File: config.mk
export PLATFORM = sky130hd
export DESIGN_NAME = box_motion_ctrl
export DESIGN_NICKNAME = d
export VERILOG_FILES = /design/src/rtl/vga_pkg.sv /design/src/rtl/box_motion_ctrl_axis_step.sv /design/src/rtl/box_motion_ctrl.sv
export SDC_FILE = /design/constraint.sdc
export NUM_CORES = 1
export LEC_CHECK = 0
export CAP_MARGIN = 25
export CORE_MARGIN = 3
export CORE_UTILIZATION = 40
export DETAILED_ROUTE_END_ITERATION = 10
export PLACE_DENSITY_LB_ADDON = 0.3
export REMOVE_ABC_BUFFERS = 1
export SETUP_SLACK_MARGIN = 0.5
export SYNTH_ARGS = -nofsm -noshare
export SYNTH_HDL_FRONTEND = slang
export SYNTH_SLANG_ARGS = --single-unit
File: constraint.sdc
create_clock -name clk -period 5 [get_ports clk]
set_clock_uncertainty 0.1 [all_clocks]
set_input_delay 0.5 -clock clk [delete_from_list [all_inputs] [get_ports clk]]
set_output_delay 0.5 -clock clk [all_outputs]
set_load 0.02 [all_outputs]
File: src/rtl/vga_pkg.sv
`default_nettype none
// ----------------------------------------------------------------------------
// vga_pkg : shared VGA geometry defaults and motion FSM encoding.  Rev 1.0
// ----------------------------------------------------------------------------
package vga_pkg;

  localparam int VGA_SCREEN_W = 640;
  localparam int VGA_SCREEN_H = 480;
  localparam int VGA_BOX_SIZE = 200;
  localparam int VGA_POS_W    = 10;

  typedef enum logic [2:0] {
    ST_IDLE   = 3'd0,
    ST_WAIT   = 3'd1,
    ST_CALC_X = 3'd2,
    ST_CALC_Y = 3'd3,
    ST_COMMIT = 3'd4
  } motion_state_e;

  function automatic logic is_busy(input motion_state_e s);
    return (s == ST_CALC_X) || (s == ST_CALC_Y) || (s == ST_COMMIT);
  endfunction

endpackage
`default_nettype wire

File: src/rtl/box_motion_ctrl_axis_step.sv
`default_nettype none
// ----------------------------------------------------------------------------
// axis_step : combinational bounce/clamp step for one axis.  Rev 1.0
// ----------------------------------------------------------------------------
module axis_step
  import vga_pkg::*;
#(
  parameter int POS_W    = VGA_POS_W,
  parameter int BOX_SIZE = VGA_BOX_SIZE
) (
  input  logic [POS_W-1:0] pos_i,
  input  logic             dir_i,
  input  logic [2:0]       speed_i,
  input  logic [POS_W:0]   limit_i,    // screen dimension minus one
  input  logic [POS_W-1:0] max_pos_i,  // limit_i minus BOX_SIZE
  output logic [POS_W-1:0] pos_o,
  output logic             dir_o,
  output logic             flip_o
);

  localparam int XW = POS_W + 1;

  logic [XW-1:0] w_pos_ext;
  logic [XW-1:0] w_speed_ext;
  logic [XW-1:0] w_far_edge;

  always_comb begin
    w_pos_ext   = {1'b0, pos_i};
    w_speed_ext = XW'(speed_i);
    w_far_edge  = w_pos_ext + XW'(BOX_SIZE) + w_speed_ext;
    pos_o       = pos_i;
    flip_o      = 1'b0;
    if (!dir_i) begin
      if (w_far_edge >= limit_i) begin
        pos_o  = max_pos_i;
        flip_o = 1'b1;
      end else begin
        pos_o  = pos_i + POS_W'(speed_i);
      end
    end else begin
      if (w_pos_ext < w_speed_ext) begin
        pos_o  = '0;
        flip_o = 1'b1;
      end else begin
        pos_o  = pos_i - POS_W'(speed_i);
      end
    end
    dir_o = dir_i ^ flip_o;
  end

endmodule
`default_nettype wire

File: src/rtl/box_motion_ctrl.sv
`default_nettype none
// ----------------------------------------------------------------------------
// box_motion_ctrl : frame-synchronous bouncing-box position sequencer.  Rev 1.0
// ----------------------------------------------------------------------------
module box_motion_ctrl
  import vga_pkg::*;
#(
  parameter int SCREEN_W = VGA_SCREEN_W,
  parameter int SCREEN_H = VGA_SCREEN_H,
  parameter int BOX_SIZE = VGA_BOX_SIZE,
  parameter int POS_W    = VGA_POS_W
) (
  input  logic             clk,
  input  logic             reset,
  input  logic             enable,
  input  logic             pause,
  input  logic             frame_start,
  input  logic [2:0]       speed,
  input  logic [1:0]       frame_div,
  input  logic             load,
  input  logic [POS_W-1:0] load_x,
  input  logic [POS_W-1:0] load_y,
  output logic [POS_W-1:0] box_x,
  output logic [POS_W-1:0] box_y,
  output logic             dir_x,
  output logic             dir_y,
  output logic             bounce_x,
  output logic             bounce_y,
  output logic             corner,
  output logic             busy,
  output logic             overrun
);

  localparam logic [POS_W:0]   C_X_LIM = (POS_W+1)'(SCREEN_W - 1);
  localparam logic [POS_W:0]   C_Y_LIM = (POS_W+1)'(SCREEN_H - 1);
  localparam logic [POS_W-1:0] C_X_MAX = POS_W'(SCREEN_W - 1 - BOX_SIZE);
  localparam logic [POS_W-1:0] C_Y_MAX = POS_W'(SCREEN_H - 1 - BOX_SIZE);

  motion_state_e    state_q, state_d;
  logic [POS_W-1:0] box_x_q, box_x_d, box_y_q, box_y_d;
  logic             dir_x_q, dir_x_d, dir_y_q, dir_y_d;
  logic [POS_W-1:0] sh_x_q, sh_x_d, sh_y_q, sh_y_d;
  logic             sh_dir_x_q, sh_dir_x_d, sh_dir_y_q, sh_dir_y_d;
  logic             sh_flip_x_q, sh_flip_x_d, sh_flip_y_q, sh_flip_y_d;
  logic [2:0]       speed_q, speed_d;
  logic [1:0]       div_cnt_q, div_cnt_d;
  logic             bounce_x_q, bounce_x_d, bounce_y_q, bounce_y_d;
  logic             corner_q, corner_d;
  logic             overrun_q, overrun_d;

  logic [POS_W-1:0] w_step_pos, w_step_max, w_step_pos_o;
  logic [POS_W:0]   w_step_lim;
  logic             w_step_dir, w_step_dir_o, w_step_flip;
  logic             w_busy;

  assign w_busy = is_busy(state_q);

  // One stepper shared between the two axes; CALC_Y selects the y operands.
  always_comb begin
    w_step_pos = box_x_q;
    w_step_dir = dir_x_q;
    w_step_lim = C_X_LIM;
    w_step_max = C_X_MAX;
    if (state_q == ST_CALC_Y) begin
      w_step_pos = box_y_q;
      w_step_dir = dir_y_q;
      w_step_lim = C_Y_LIM;
      w_step_max = C_Y_MAX;
    end
  end

  axis_step #(
    .POS_W    (POS_W),
    .BOX_SIZE (BOX_SIZE)
  ) u_axis_step (
    .pos_i     (w_step_pos),
    .dir_i     (w_step_dir),
    .speed_i   (speed_q),
    .limit_i   (w_step_lim),
    .max_pos_i (w_step_max),
    .pos_o     (w_step_pos_o),
    .dir_o     (w_step_dir_o),
    .flip_o    (w_step_flip)
  );

  always_comb begin
    state_d     = state_q;
    box_x_d     = box_x_q;
    box_y_d     = box_y_q;
    dir_x_d     = dir_x_q;
    dir_y_d     = dir_y_q;
    sh_x_d      = sh_x_q;
    sh_y_d      = sh_y_q;
    sh_dir_x_d  = sh_dir_x_q;
    sh_dir_y_d  = sh_dir_y_q;
    sh_flip_x_d = sh_flip_x_q;
    sh_flip_y_d = sh_flip_y_q;
    speed_d     = speed_q;
    div_cnt_d   = div_cnt_q;
    bounce_x_d  = 1'b0;
    bounce_y_d  = 1'b0;
    corner_d    = 1'b0;
    overrun_d   = overrun_q;

    // A strobe during an in-flight update is dropped but remembered.
    if (frame_start && w_busy) begin
      overrun_d = 1'b1;
    end

    case (state_q)
      ST_IDLE: begin
        if (load) begin
          box_x_d   = (load_x > C_X_MAX) ? C_X_MAX : load_x;
          box_y_d   = (load_y > C_Y_MAX) ? C_Y_MAX : load_y;
          dir_x_d   = 1'b0;
          dir_y_d   = 1'b0;
          overrun_d = 1'b0;
        end
        if (enable) begin
          state_d = ST_WAIT;
        end
      end
      ST_WAIT: begin
        if (!enable) begin
          state_d = ST_IDLE;
        end else if (frame_start && !pause) begin
          if (div_cnt_q == frame_div) begin
            div_cnt_d = '0;
            speed_d   = speed;
            state_d   = ST_CALC_X;
          end else begin
            div_cnt_d = div_cnt_q + 2'd1;
          end
        end
      end
      ST_CALC_X: begin
        sh_x_d      = w_step_pos_o;
        sh_dir_x_d  = w_step_dir_o;
        sh_flip_x_d = w_step_flip;
        state_d     = ST_CALC_Y;
      end
      ST_CALC_Y: begin
        sh_y_d      = w_step_pos_o;
        sh_dir_y_d  = w_step_dir_o;
        sh_flip_y_d = w_step_flip;
        state_d     = ST_COMMIT;
      end
      ST_COMMIT: begin
        box_x_d    = sh_x_q;
        box_y_d    = sh_y_q;
        dir_x_d    = sh_dir_x_q;
        dir_y_d    = sh_dir_y_q;
        bounce_x_d = sh_flip_x_q;
        bounce_y_d = sh_flip_y_q;
        corner_d   = sh_flip_x_q & sh_flip_y_q;
        state_d    = ST_WAIT;
      end
      default: begin
        state_d = ST_IDLE;
      end
    endcase
  end

  always_ff @(posedge clk or posedge reset) begin
    if (reset) begin
      state_q     <= ST_IDLE;
      box_x_q     <= '0;
      box_y_q     <= '0;
      dir_x_q     <= 1'b0;
      dir_y_q     <= 1'b0;
      sh_x_q      <= '0;
      sh_y_q      <= '0;
      sh_dir_x_q  <= 1'b0;
      sh_dir_y_q  <= 1'b0;
      sh_flip_x_q <= 1'b0;
      sh_flip_y_q <= 1'b0;
      speed_q     <= '0;
      div_cnt_q   <= '0;
      bounce_x_q  <= 1'b0;
      bounce_y_q  <= 1'b0;
      corner_q    <= 1'b0;
      overrun_q   <= 1'b0;
    end else begin
      state_q     <= state_d;
      box_x_q     <= box_x_d;
      box_y_q     <= box_y_d;
      dir_x_q     <= dir_x_d;
      dir_y_q     <= dir_y_d;
      sh_x_q      <= sh_x_d;
      sh_y_q      <= sh_y_d;
      sh_dir_x_q  <= sh_dir_x_d;
      sh_dir_y_q  <= sh_dir_y_d;
      sh_flip_x_q <= sh_flip_x_d;
      sh_flip_y_q <= sh_flip_y_d;
      speed_q     <= speed_d;
      div_cnt_q   <= div_cnt_d;
      bounce_x_q  <= bounce_x_d;
      bounce_y_q  <= bounce_y_d;
      corner_q    <= corner_d;
      overrun_q   <= overrun_d;
    end
  end

  assign box_x    = box_x_q;
  assign box_y    = box_y_q;
  assign dir_x    = dir_x_q;
  assign dir_y    = dir_y_q;
  assign bounce_x = bounce_x_q;
  assign bounce_y = bounce_y_q;
  assign corner   = corner_q;
  assign busy     = w_busy;
  assign overrun  = overrun_q;

endmodule
`default_nettype wire

**Yosys cells after proc, flatten, opt, wreduce, memory -nomap -nowiden**

Index checks and enable logic that the tools add are counted.

- Add/sub/neg operators: 5
- Multipliers: 0
- Div/mod/pow operators: 0
- Order comparisons: 4
- Equality and inequality tests: 9
- Shift operators: 0
- Mux-type cells: 31
- Bitwise gates (word level): 2
- Reduce and logical (&&, ||, !) cells: 11

Operators with widths:

| cell | count |
|---|---|
| 10-bit two-way mux | 9 |
| 10-bit one-hot mux with 2 select lines | 2 |
| 10-bit by 9-bit > comparator with 1-bit output (second input constant) | 2 |
| 3-bit one-hot mux with 5 select lines | 1 |
| 3-bit two-way mux | 4 |
| 10-bit by 8-bit adder with 11-bit output (second input constant) | 1 |
| 11-bit by 3-bit adder with 11-bit output | 1 |
| 11-bit by 10-bit greater-or-equal comparator with 1-bit output | 1 |
| 1-bit two-way mux | 11 |
| 10-bit by 3-bit adder with 10-bit output | 1 |
| 10-bit by 3-bit less-than comparator with 1-bit output | 1 |
| 10-bit by 3-bit subtractor with 10-bit output | 1 |
| 8-bit two-way mux | 1 |
| 3-bit by 2-bit equality test with 1-bit output (second input constant) | 2 |
| 3-bit != test (second input constant) | 2 |
| 3-bit AND reduction | 2 |
| 2-bit != test (second input constant) | 2 |
| 1-bit one-hot mux with 2 select lines | 2 |
| 4-bit AND reduction | 1 |
| 3-bit by 1-bit equality test with 1-bit output (second input constant) | 1 |
| 3-bit equality test (second input constant) | 1 |
| 3-bit logical NOT | 1 |
| 2-bit by 1-bit adder with 2-bit output (second input constant) | 1 |
| 2-bit equality test | 1 |
| other kinds (8) | 10 |

- Flip-flop bits (word level): 58
- Bits in latches: 0
- Bits in writable memories: 0
- ROM bits: 0
- Input bits: 31
- Output and inout bits: 27
- Logic and storage cells: 79
- Memories kept: 0

**Longest topological paths before layout**

Gate-level depths: netlist (run 1).

- Word-level depth: 8
- Gate-level depth with buffers: 21
- Mapped depth without buffers: 18

**Modules after synthesis**

From an unflattened synthesis (run 1), not the netlist that was laid out.

- Cells, all modules: 448
- Area, all modules: 3,849.9 sq um

Modules (own cells, without submodules):

| module | instances | cells an instance | area each (sq um) | seq. area each (sq um) |
|---|---|---|---|---|
| box_motion_ctrl | 1 | 271 | 2,636.3 | 1,451.4 |
| axis_step | 1 | 177 | 1,213.7 | 0.0 |

**Worst setup path after synthesis (run 1)**

Ideal clock, no wire load.

- Path kind: reg-to-reg
- Start point: register state_q[2]
- End point: register sh_x_q[5]
- Setup time: 0.126 ns
- Arrival: 4.009 ns
- Data required time: 4.774 ns
- Setup slack: 0.765 ns
- Stages on the path, launching flop included: 20
- Buffers on the path: 3
- Period minus slack after synthesis: 4.235 ns
- Path through: dfrtp_1 nand3b_1 buf_6 buf_4 clkbuf_1 nand2_1 nand2_1 ha_1 inv_1 a221oi_2 and2_1 o21ai_0 and2_1 ha_1 nand3_1 nor4_1 a311o_2 a31oi_4 o31ai_1 o32a_1

- Elaborated cells on any way between the ends: 15
- Classes of those cells: 4 x add/sub; 2 x order compare; 2 x eq/ne; 7 x mux

RTL lines:

| element | RTL line | text |
|---|---|---|
| from (decl) | box_motion_ctrl.sv:39 | `motion_state_e state_q, state_d;` |
| from (signal assigned) | box_motion_ctrl.sv:184 | `state_q <= state_d;` |
| 3-bit by 2-bit equality test with 1-bit output | box_motion_ctrl.sv:64 | `if (state_q == ST_CALC_Y) begin` |
| 10-bit two-way mux | box_motion_ctrl.sv:64 |  |
| net u_axis_step.limit_i[5] | box_motion_ctrl_axis_step.sv:14 | `input logic [POS_W:0] limit_i,` |
| 11-bit by 10-bit greater-or-equal comparator with 1-bit output | box_motion_ctrl_axis_step.sv:34 | `if (w_far_edge >= limit_i) begin` |
| 10-bit two-way mux | box_motion_ctrl_axis_step.sv:34 |  |
| 10-bit two-way mux | box_motion_ctrl_axis_step.sv:33 | `if (!dir_i) begin` |
| to (signal assigned) | box_motion_ctrl.sv:171 | `sh_x_q <= '0;` |
| to (signal assigned) | box_motion_ctrl.sv:189 | `sh_x_q <= sh_x_d;` |
| to (decl) | box_motion_ctrl.sv:42 | `logic [POS_W-1:0] sh_x_q, sh_x_d, sh_y_q, sh_y_d;` |

The timed path passes the listed nets, and every way through them passes these cells.
A chain may end at the register's enable or synchronous reset.

**Final worst setup path (run 1)**

- Start point: register state_q[2]
- End point: register sh_x_q[5]

- Word-level cells in the longest chain between the ends: 7
- Elaborated cells on any way between the ends: 15
- Classes of those cells: 4 x add/sub; 2 x order compare; 2 x eq/ne; 7 x mux

RTL lines:

| element | RTL line | text |
|---|---|---|
| 3-bit by 2-bit equality test with 1-bit output | box_motion_ctrl.sv:64 |  |
| 10-bit two-way mux | box_motion_ctrl.sv:64 |  |
| 10-bit by 8-bit adder with 11-bit output | box_motion_ctrl_axis_step.sv:30 | `w_far_edge = w_pos_ext + XW'(BOX_SIZE) + w_speed_ext;` |
| 11-bit by 3-bit adder with 11-bit output | box_motion_ctrl_axis_step.sv:30 |  |
| 11-bit by 10-bit greater-or-equal comparator with 1-bit output | box_motion_ctrl_axis_step.sv:34 |  |
| 10-bit two-way mux | box_motion_ctrl_axis_step.sv:34 |  |
| 10-bit two-way mux | box_motion_ctrl_axis_step.sv:33 |  |

Parallel ways exist; a longest one is shown, timed or not.

==> results of run 1 <==
-- metrics by stage --
step           TNS, ps  cell area, µm²  power [mW]
3_3_place_gp         0            4220        2.21
6_report             0            4460        2.71
3_5_place_dp         0            4220        2.24
2_1_floorplan    -35.1            3450        1.76
5_1_grt              0            4460        2.92
4_1_cts              0            4430        2.70
-- where the power goes --
group          internal [mW]  switching [mW]  leakage, nW
registers              0.648           0.181        0.726
logic                  0.638           0.793         1.16
clock network          0.268           0.185        0.106
-- cell usage in the layout (no fill, tap or decap), drive strengths merged, types with 13 or more instances in the layout --
cell type / n
a21oi: 13
a22oi: 13
clkbuf: 13
clkdlybuf4s50: 57
dfrtp: 58
inv: 16
nand2: 63
nor2: 25
o21ai: 36
-- routing by layer --
layer | vias up | global-route usage | wire length (µm)
met5 | - | 0 | 0
met1 | 1551 | 0.265 | 4280
met3 | 24 | 0.0389 | 581
met4 | 0 | 0.106 | 239
li1 | 1524 | - | -
met2 | 123 | 0.327 | 4830
-- flip-flops by register name, indices dropped and copies added (netlist names), 2 cells and up --
| signal | flops |
|---|---|
| box_x | 10 |
| box_y | 10 |
| div_cnt_q | 2 |
| sh_x_q | 10 |
| sh_y_q | 10 |
| speed_q | 3 |
| state_q | 3 |
-- layout make-up --
class / count / area share
Multi-Input combinational cell: 299 / 0.438
Sequential cell: 58 / 0.326
Timing Repair Buffer: 69 / 0.148
Clock buffer: 13 / 0.0379
Tap cell: 105 / 0.0294
Inverter: 16 / 0.0135
Clock inverter: 2 / 0.00785
-- final timing paths --
check / depth (start not counted) / endpoint / start / slack (ps)
worst max-delay path: 19 / sh_x_q[5]$_DFFE_PP0P_ / state_q[2]$_DFFE_PP0P_ / 760
worst min-delay path: 2 / box_y[7]$_DFFE_PP0P_ / sh_y_q[7]$_DFFE_PP0P_ / 380
worst max register to register: 19 / sh_x_q[5]$_DFFE_PP0P_ / state_q[2]$_DFFE_PP0P_ / 760
worst min register to register: 2 / box_y[7]$_DFFE_PP0P_ / sh_y_q[7]$_DFFE_PP0P_ / 380
max in group asynchronous: 3 / state_q[2]$_DFFE_PP0P_ / reset / 3680
min in group asynchronous: 3 / box_x[8]$_DFFE_PP0P_ / reset / 580
-- timing repair --
item / CTS / global route
resized for setup: 0 / 2
buffers inserted: 0 / 4
endpoints found under the hold margin: 0 / 0
setup endpoints to repair: 0 / 24
-- critical path, stage by stage (launching register included) --
cell                       delay [ps]
sky130_fd_sc_hd__dfrtp_2          450
sky130_fd_sc_hd__nand3b_1         170
sky130_fd_sc_hd__buf_4            180
sky130_fd_sc_hd__buf_4            180
sky130_fd_sc_hd__nand2_1           70
sky130_fd_sc_hd__nand2_1           70
sky130_fd_sc_hd__ha_2             390
sky130_fd_sc_hd__inv_1             90
sky130_fd_sc_hd__a221oi_2         240
sky130_fd_sc_hd__buf_4            180
sky130_fd_sc_hd__and2_1           140
sky130_fd_sc_hd__o21ai_0           70
sky130_fd_sc_hd__and2_1           180
sky130_fd_sc_hd__ha_1             270
sky130_fd_sc_hd__nand3_1          110
sky130_fd_sc_hd__nor4_1            60
sky130_fd_sc_hd__a311o_2          400
sky130_fd_sc_hd__a31oi_4          290
sky130_fd_sc_hd__o31ai_1          130
sky130_fd_sc_hd__o32a_1           350
-- logic make-up after synthesis --
kind of cell,Yosys count,share of synthesized area
AOI/OAI and AO/OA,114,0.225
buffers and inverters,32,0.0376
adders and majority gates,12,0.0468
muxes,17,0.0511
xor gates and xnor gates,16,0.0397
and+or+nand+nor,140,0.188
DFF,58,0.412
-- Yosys cell counts, types with 3 or more instances --
master	instances	share of area
sky130_fd_sc_hd__or2_2	3	0.0053
sky130_fd_sc_hd__a21oi_1	11	0.016
sky130_fd_sc_hd__a21o_1	3	0.0064
sky130_fd_sc_hd__xnor2_1	10	0.025
sky130_fd_sc_hd__o31ai_1	3	0.0064
sky130_fd_sc_hd__o21a_1	3	0.0064
sky130_fd_sc_hd__nor2_1	24	0.026
sky130_fd_sc_hd__mux2_2	5	0.016
sky130_fd_sc_hd__mux2i_1	11	0.031
sky130_fd_sc_hd__nor2b_1	6	0.011
sky130_fd_sc_hd__o21ai_0	35	0.050
sky130_fd_sc_hd__nand2_1	63	0.067
sky130_fd_sc_hd__clkbuf_1	11	0.012
sky130_fd_sc_hd__a31oi_1	10	0.018
sky130_fd_sc_hd__dfrtp_1	58	0.41
sky130_fd_sc_hd__ha_1	10	0.035
sky130_fd_sc_hd__nor3_1	6	0.0085
sky130_fd_sc_hd__xor2_1	6	0.015
sky130_fd_sc_hd__and3_1	6	0.011
sky130_fd_sc_hd__nand3_1	12	0.017
sky130_fd_sc_hd__inv_1	15	0.016
sky130_fd_sc_hd__and2_1	6	0.011
sky130_fd_sc_hd__o22a_1	3	0.0075
sky130_fd_sc_hd__a211oi_1	3	0.0064
sky130_fd_sc_hd__nand3b_1	5	0.011
sky130_fd_sc_hd__a22oi_1	13	0.028
sky130_fd_sc_hd__a22o_1	4	0.0099
==> reports/results.txt, run 1 <==
The number of sinks driven by the clock tree was 58. For this run, the number of standard cells in the final layout without fillers is 562. The synthesized design contains 0 enable-type register cells.

The minimum setup slack in the final design was 764 ps. Unique cell type count in the Yosys netlist: 59. From synthesis to final layout, the design area changed by 26.5%. Final period utilization: 0.847.

In this run the vertical extent of the chip is 99.9 µm. Summing all flip-flop and latch instances after layout gives 0.00145 mm². For the worst hold slack across all endpoints, the log shows 377 ps. Detailed placement ended at an HPWL of 7240 µm.

The routed layout has 3222 vias. The tool flagged a number of max-cap violations equal to 0. In this run the core area contains 33 standard-cell rows. The pin count of the biggest net entering global routing is 59, and the post-synthesis sequential element count is 58. The area of combinational cells with multiple inputs came out at 0.00195 mm². The first routing iteration left 208 violations. The average wire per cell in the routed design came out at 17.7 µm. The worst min-delay path class is flop to flop. In this run the count of I/O pins placed on the die edge is 58.

The tools report the first-pass iteration count of the detailed router as 6. Number of standard cells after synthesis: 389. Summed over all layers, the global routing overflow is 0. Using the TritonRoute via totals, the vias-per-cell ratio works out to 5.73.

After synthesis, the mean cell area works out to 9.06 µm². The floorplan step set the die width to 99.9 µm. The number of antenna violations at the first check in global routing is 0.

The worst setup path is launched from a flop. The leakage power is 1.99 nW. The critical path is of the flop to flop type.

The run gives 340 ps as the insertion delay to the later sink of the worst-skew pair. TritonCTS built the clock tree. The final setup violation count was 0. The maximum net fanout on the critical path was 9. The flip-flop cell with the highest count after synthesis is sky130_fd_sc_hd__dfrtp_1. The die covers 0.00998 mm². The ratio of cells with drive above 1 in the final layout is 0.112. The total area inside the core boundary comes to 0.00838 mm². For the number of hold-slack violations in the final timing report, the log shows 0. The relative max-transition margin was 0.300; the post-cts hold buffer count was 0. The max-slew violation total from the final report came out at 0.

The logs give 0.532 for the utilization of the core after routing and 0.412 for the register area share after synthesis. The flow ran to the end, and the final reports show no timing, DRC or antenna violations. The logs give 787 for the total of fill cells in the finished design and 0.250 mV for the maximum ir drop on the vdd rail.

The total global routing track utilization was 0.205; the peak clock frequency supported by timing was 236 MHz. The tools report the setup slack after placement as 529 ps. The detail route stage leaves a number of antenna-violating nets equal to 0. Counting tap cells, the placed design contains a total of 543 instances.

The transition time at the pin with the least slew margin is 1050 ps. The run gives 0 as the DRC violations left. The number of global-route vias before repair was 3129; the final RePlAce weighted congestion was 0.933. The total clock buffers created by CTS came out at 9. The kind of capture point of the worst setup path was a flop. Library cell used as clock root buffer: sky130_fd_sc_hd__clkbuf_8. The repair_antennas step left the layout with diodes totalling 0. In this run the cell area of the synthesized design comes to 0.00353 mm². The shortest clock period the worst path allows after layout was 4240 ps. For the worst setup path, the data arrival time is 4360 ps. Port buffering added 57 buffers.

The clock tree synthesis step divided the H-tree into 3 levels. The total power divided by cell area is 608 mW/mm², and the layout net count is 496. The proportion of register bits with asynchronous set or reset after synthesis works out to 1.00. Wires add up to 9930 µm.

The first global-routing pass estimated 15900 µm of wire. Setup repair after global routing left no endpoint under its margin. The clock-pin slew on the worst setup and hold paths is 70 ps, and the starting utilization of the core area is 0.421. The required time at the endpoint of the critical path is 5120 ps, and the number of warnings printed during yosys synthesis is 0. The longest clock path from root to sink contains 2 buffers.
Power figures use the tool's default switching activity.
==> inputs of run 2 (changes only) <==
- clock period: 5 -> 3.7 ns (I/O delays scaled with it)
==> run 2 against run 1 <==
The flow now finishes with violations (negative setup slack). Worst hold slack got worse by 130 ps. Combinational power increased by 90%. Total power increased by 66%. Non-clock buffer count increased by 35. Global-route usage increased by 1.3 points. Largest cell class unchanged.
==> reports/results.txt, run 2 (synthesis results as in run 1) <==
The flow ran to the end, but the final reports show violations. The final reports fail on negative setup slack. The number of antenna violations at the first check in global routing was 0 (unchanged). The utilization of the core after routing was 0.595 (+0.0627). The peak clock frequency supported by timing was 256 MHz (+8.3%); the pin count of the biggest net entering global routing was 39 (-34%).

The most common cell after layout, fill and taps aside is sky130_fd_sc_hd__dfrtp_1. The depth of the CTS H-tree came out at 3 (unchanged). The logs give 7790 µm (+7.6%) for the detailed placement HPWL and 58 (unchanged) for the I/O pin count. The tightest min-delay check is of the input pin to asynchronous set/reset pin type. The logs give 0 (unchanged) for the post-route antenna net violation count and 9 (unchanged) for the total clock buffers created by CTS. The relative max-transition margin was 0.338 (+0.0385). The final RePlAce weighted congestion is 0.944 (+1.2%), and the number of global-route vias before repair is 3357 (+7.3%). The ratio of routed vias to standard cells was 5.86 (+2.2%). Final instance count without filler cells: 598 (+6.4%). Buffers plus inverters on the worst setup path: 1 (-3). The number of buffers inserted by port buffering came out at 57 (unchanged). TritonCTS built the clock tree. The critical path goes through nand3b_1 -> inv_2 -> nand2_2 -> nand2_2 -> ha_4 -> fa_2 -> nor2b_4 -> a2111o_1 -> a21oi_2 -> xor2_1 -> ha_1 -> a21o_1 -> a21oi_2 -> o31ai_4 -> a31oi_4 -> o31ai_2 -> o32a_1.

The final period utilization is 1.06 (+0.210). DRC violations left: 0 (unchanged). The tools report the number of sinks driven by the clock tree as 58 (unchanged). The area growth from synthesis to layout is 41.4%. The tools report the leakage power as 2.22 nW (+11%).

The worst hold slack across all endpoints is 247 ps (-131 ps). The maximum ir drop on the vdd rail came out at 0.422 mV (+69%). Startpoint type of the worst setup path: a flop. The minimum setup slack in the final design is -213 ps (-976 ps), and the number of hold-slack violations in the final timing report is 0 (unchanged).

The starting utilization of the core area was 0.421 (unchanged); the wire length reported by the detailed router was 11100 µm (+12%). The setup slack after placement is -270 ps (-798 ps). The horizontal die dimension was 99.9 µm (unchanged). The final instance area was 0.00499 mm² (+12%); the aggregate negative setup slack was -2330 ps (-2330 ps).

The ratio of cells with drive above 1 in the final layout is 0.247 (+0.136). The run gives 33 (unchanged) as the placement row count. On the critical path, the stage with the largest delay is an instance of sky130_fd_sc_hd__dfrtp_1.

Leaving out fill and tap cells, the most frequent cells in the layout are 58 x sky130_fd_sc_hd__dfrtp_1, 57 x sky130_fd_sc_hd__clkdlybuf4s50_1, 56 x sky130_fd_sc_hd__nand2_1, 45 x sky130_fd_sc_hd__buf_4, 22 x sky130_fd_sc_hd__nor2_1. The tools report the aggregate global routing overflow as 0 (unchanged). Shortest clock period the worst path allows after layout: 3910 ps (-324 ps). The area of the core region is 0.00838 mm² (unchanged). The maximum net fanout on the critical path works out to 7 (-2).

The worst-case clock buffer depth came out at 2 (unchanged). Category of cells accounting for the largest share of critical-path delay: compound AO/OA/AOI/OAI gates. For the global-route wire length before repair, the log shows 17000 µm (+7.3%).

Average wire per cell in the routed design: 18.6 µm (+5.0%). The worst setup path is of the flop to flop kind. The tools report the arrival time at the worst endpoint as 4040 ps (-320 ps). The transition time at the pin with the least slew margin is 992 ps (-57.7 ps). The total power divided by cell area works out to 901 mW/mm² (+48%). Clock tree synthesis selected as its root buffer the cell sky130_fd_sc_hd__clkbuf_8. For the via count, the log shows 3503 (+8.7%). The worst setup path is captured at a flop. The clock-pin slew on the worst setup and hold paths is 60 ps (about the same), and the max-slew violation total from the final report is 0 (unchanged). Insertion delay to the later sink of the worst-skew pair: 350 ps (about the same). The highest cell delay on the worst timing path is 410 ps (-40 ps). Die span in y: 99.9 µm (unchanged). The total global routing track utilization came out at 0.219 (+0.0133).

The total power after layout was 4.49 mW (+66%). The standard cell area after detailed placement came out at 0.00442 mm² (+4.6%). For the first-pass iteration count of the detailed router, the log shows 5 (-1). The run gives 22 (+22) as the final setup violation count. The count of inserted antenna diode cells is 0 (unchanged), and the max-capacitance violation count is 0 (unchanged). The area of the die is 0.00998 mm² (unchanged). Setup repair after global routing could not meet its margin everywhere.

The total instance count after detailed placement is 569 (+4.8%), and the required time at the endpoint of the critical path is 3820 ps (-1300 ps). The run gives 532 (+7.3%) as the layout net count. The detailed router's first-iteration violation count is 305 (+47%).
## run 2: routing by layer
metal,global-route usage,vias up,part of all wire
li1,-,1608,-
met1,0.293,1741,0.44
met2,0.360,128,0.49
met3,0.0473,26,0.056
met4,0.0546,0,0.016
met5,0,-,0
## run 2: worst register-to-register path: stages (launching register included)
cell and delay, ps:
sky130_fd_sc_hd__dfrtp_1 410, sky130_fd_sc_hd__nand3b_1 210, sky130_fd_sc_hd__inv_2 90, sky130_fd_sc_hd__nand2_2 90, sky130_fd_sc_hd__nand2_2 80, sky130_fd_sc_hd__ha_4 170, sky130_fd_sc_hd__fa_2 330, sky130_fd_sc_hd__nor2b_4 130
sky130_fd_sc_hd__a2111o_1 340, sky130_fd_sc_hd__a21oi_2 190, sky130_fd_sc_hd__xor2_1 200, sky130_fd_sc_hd__ha_1 280, sky130_fd_sc_hd__a21o_1 180, sky130_fd_sc_hd__a21oi_2 170, sky130_fd_sc_hd__o31ai_4 120, sky130_fd_sc_hd__a31oi_4 300
sky130_fd_sc_hd__o31ai_2 120, sky130_fd_sc_hd__o32a_1 310
## run 2: final cells by class
class                   count  area, µm²
fillers                   714       3390
multi-input cells         300       2190
flip-flops and latches     58       1450
repair buffers            104        931
clock buffers              14        193
well taps                 105        131
inverters                  16       62.6
clock inverters             1       30.0
## run 2: timing repair
action,in CTS,in global routing
endpoints found under the setup margin,24,24
pin swaps,20,19
resized for setup,23,41
hold buffers,0,0
gates cloned,0,1
buffers inserted,8,5
hold endpoints to repair,0,0
## run 2: report_power, final
part | internal, mW | switching [mW] | leakage, nW
Sequential | 0.876 | 0.255 | 0.728
Clock | 0.400 | 0.250 | 0.115
Combinational | 1.32 | 1.40 | 1.38
## run 2: path summary, 6_finish.rpt
kind                                          endpoint                    from  depth (start not counted)  slack, ps
worst max-delay path             sh_x_q[5]$_DFFE_PP0P_  state_q[1]$_DFFE_PP0P_                         17       -210
worst min-delay path              box_y[8]$_DFFE_PP0P_                   reset                          2        250
worst max register to register   sh_x_q[5]$_DFFE_PP0P_  state_q[1]$_DFFE_PP0P_                         17       -210
worst min register to register    box_y[5]$_DFFE_PP0P_   sh_y_q[5]$_DFFE_PP0P_                          2        380
max in group asynchronous       state_q[1]$_DFFE_PP0P_                   reset                          3       2400
min in group clk                  box_y[5]$_DFFE_PP0P_   sh_y_q[5]$_DFFE_PP0P_                          2        380
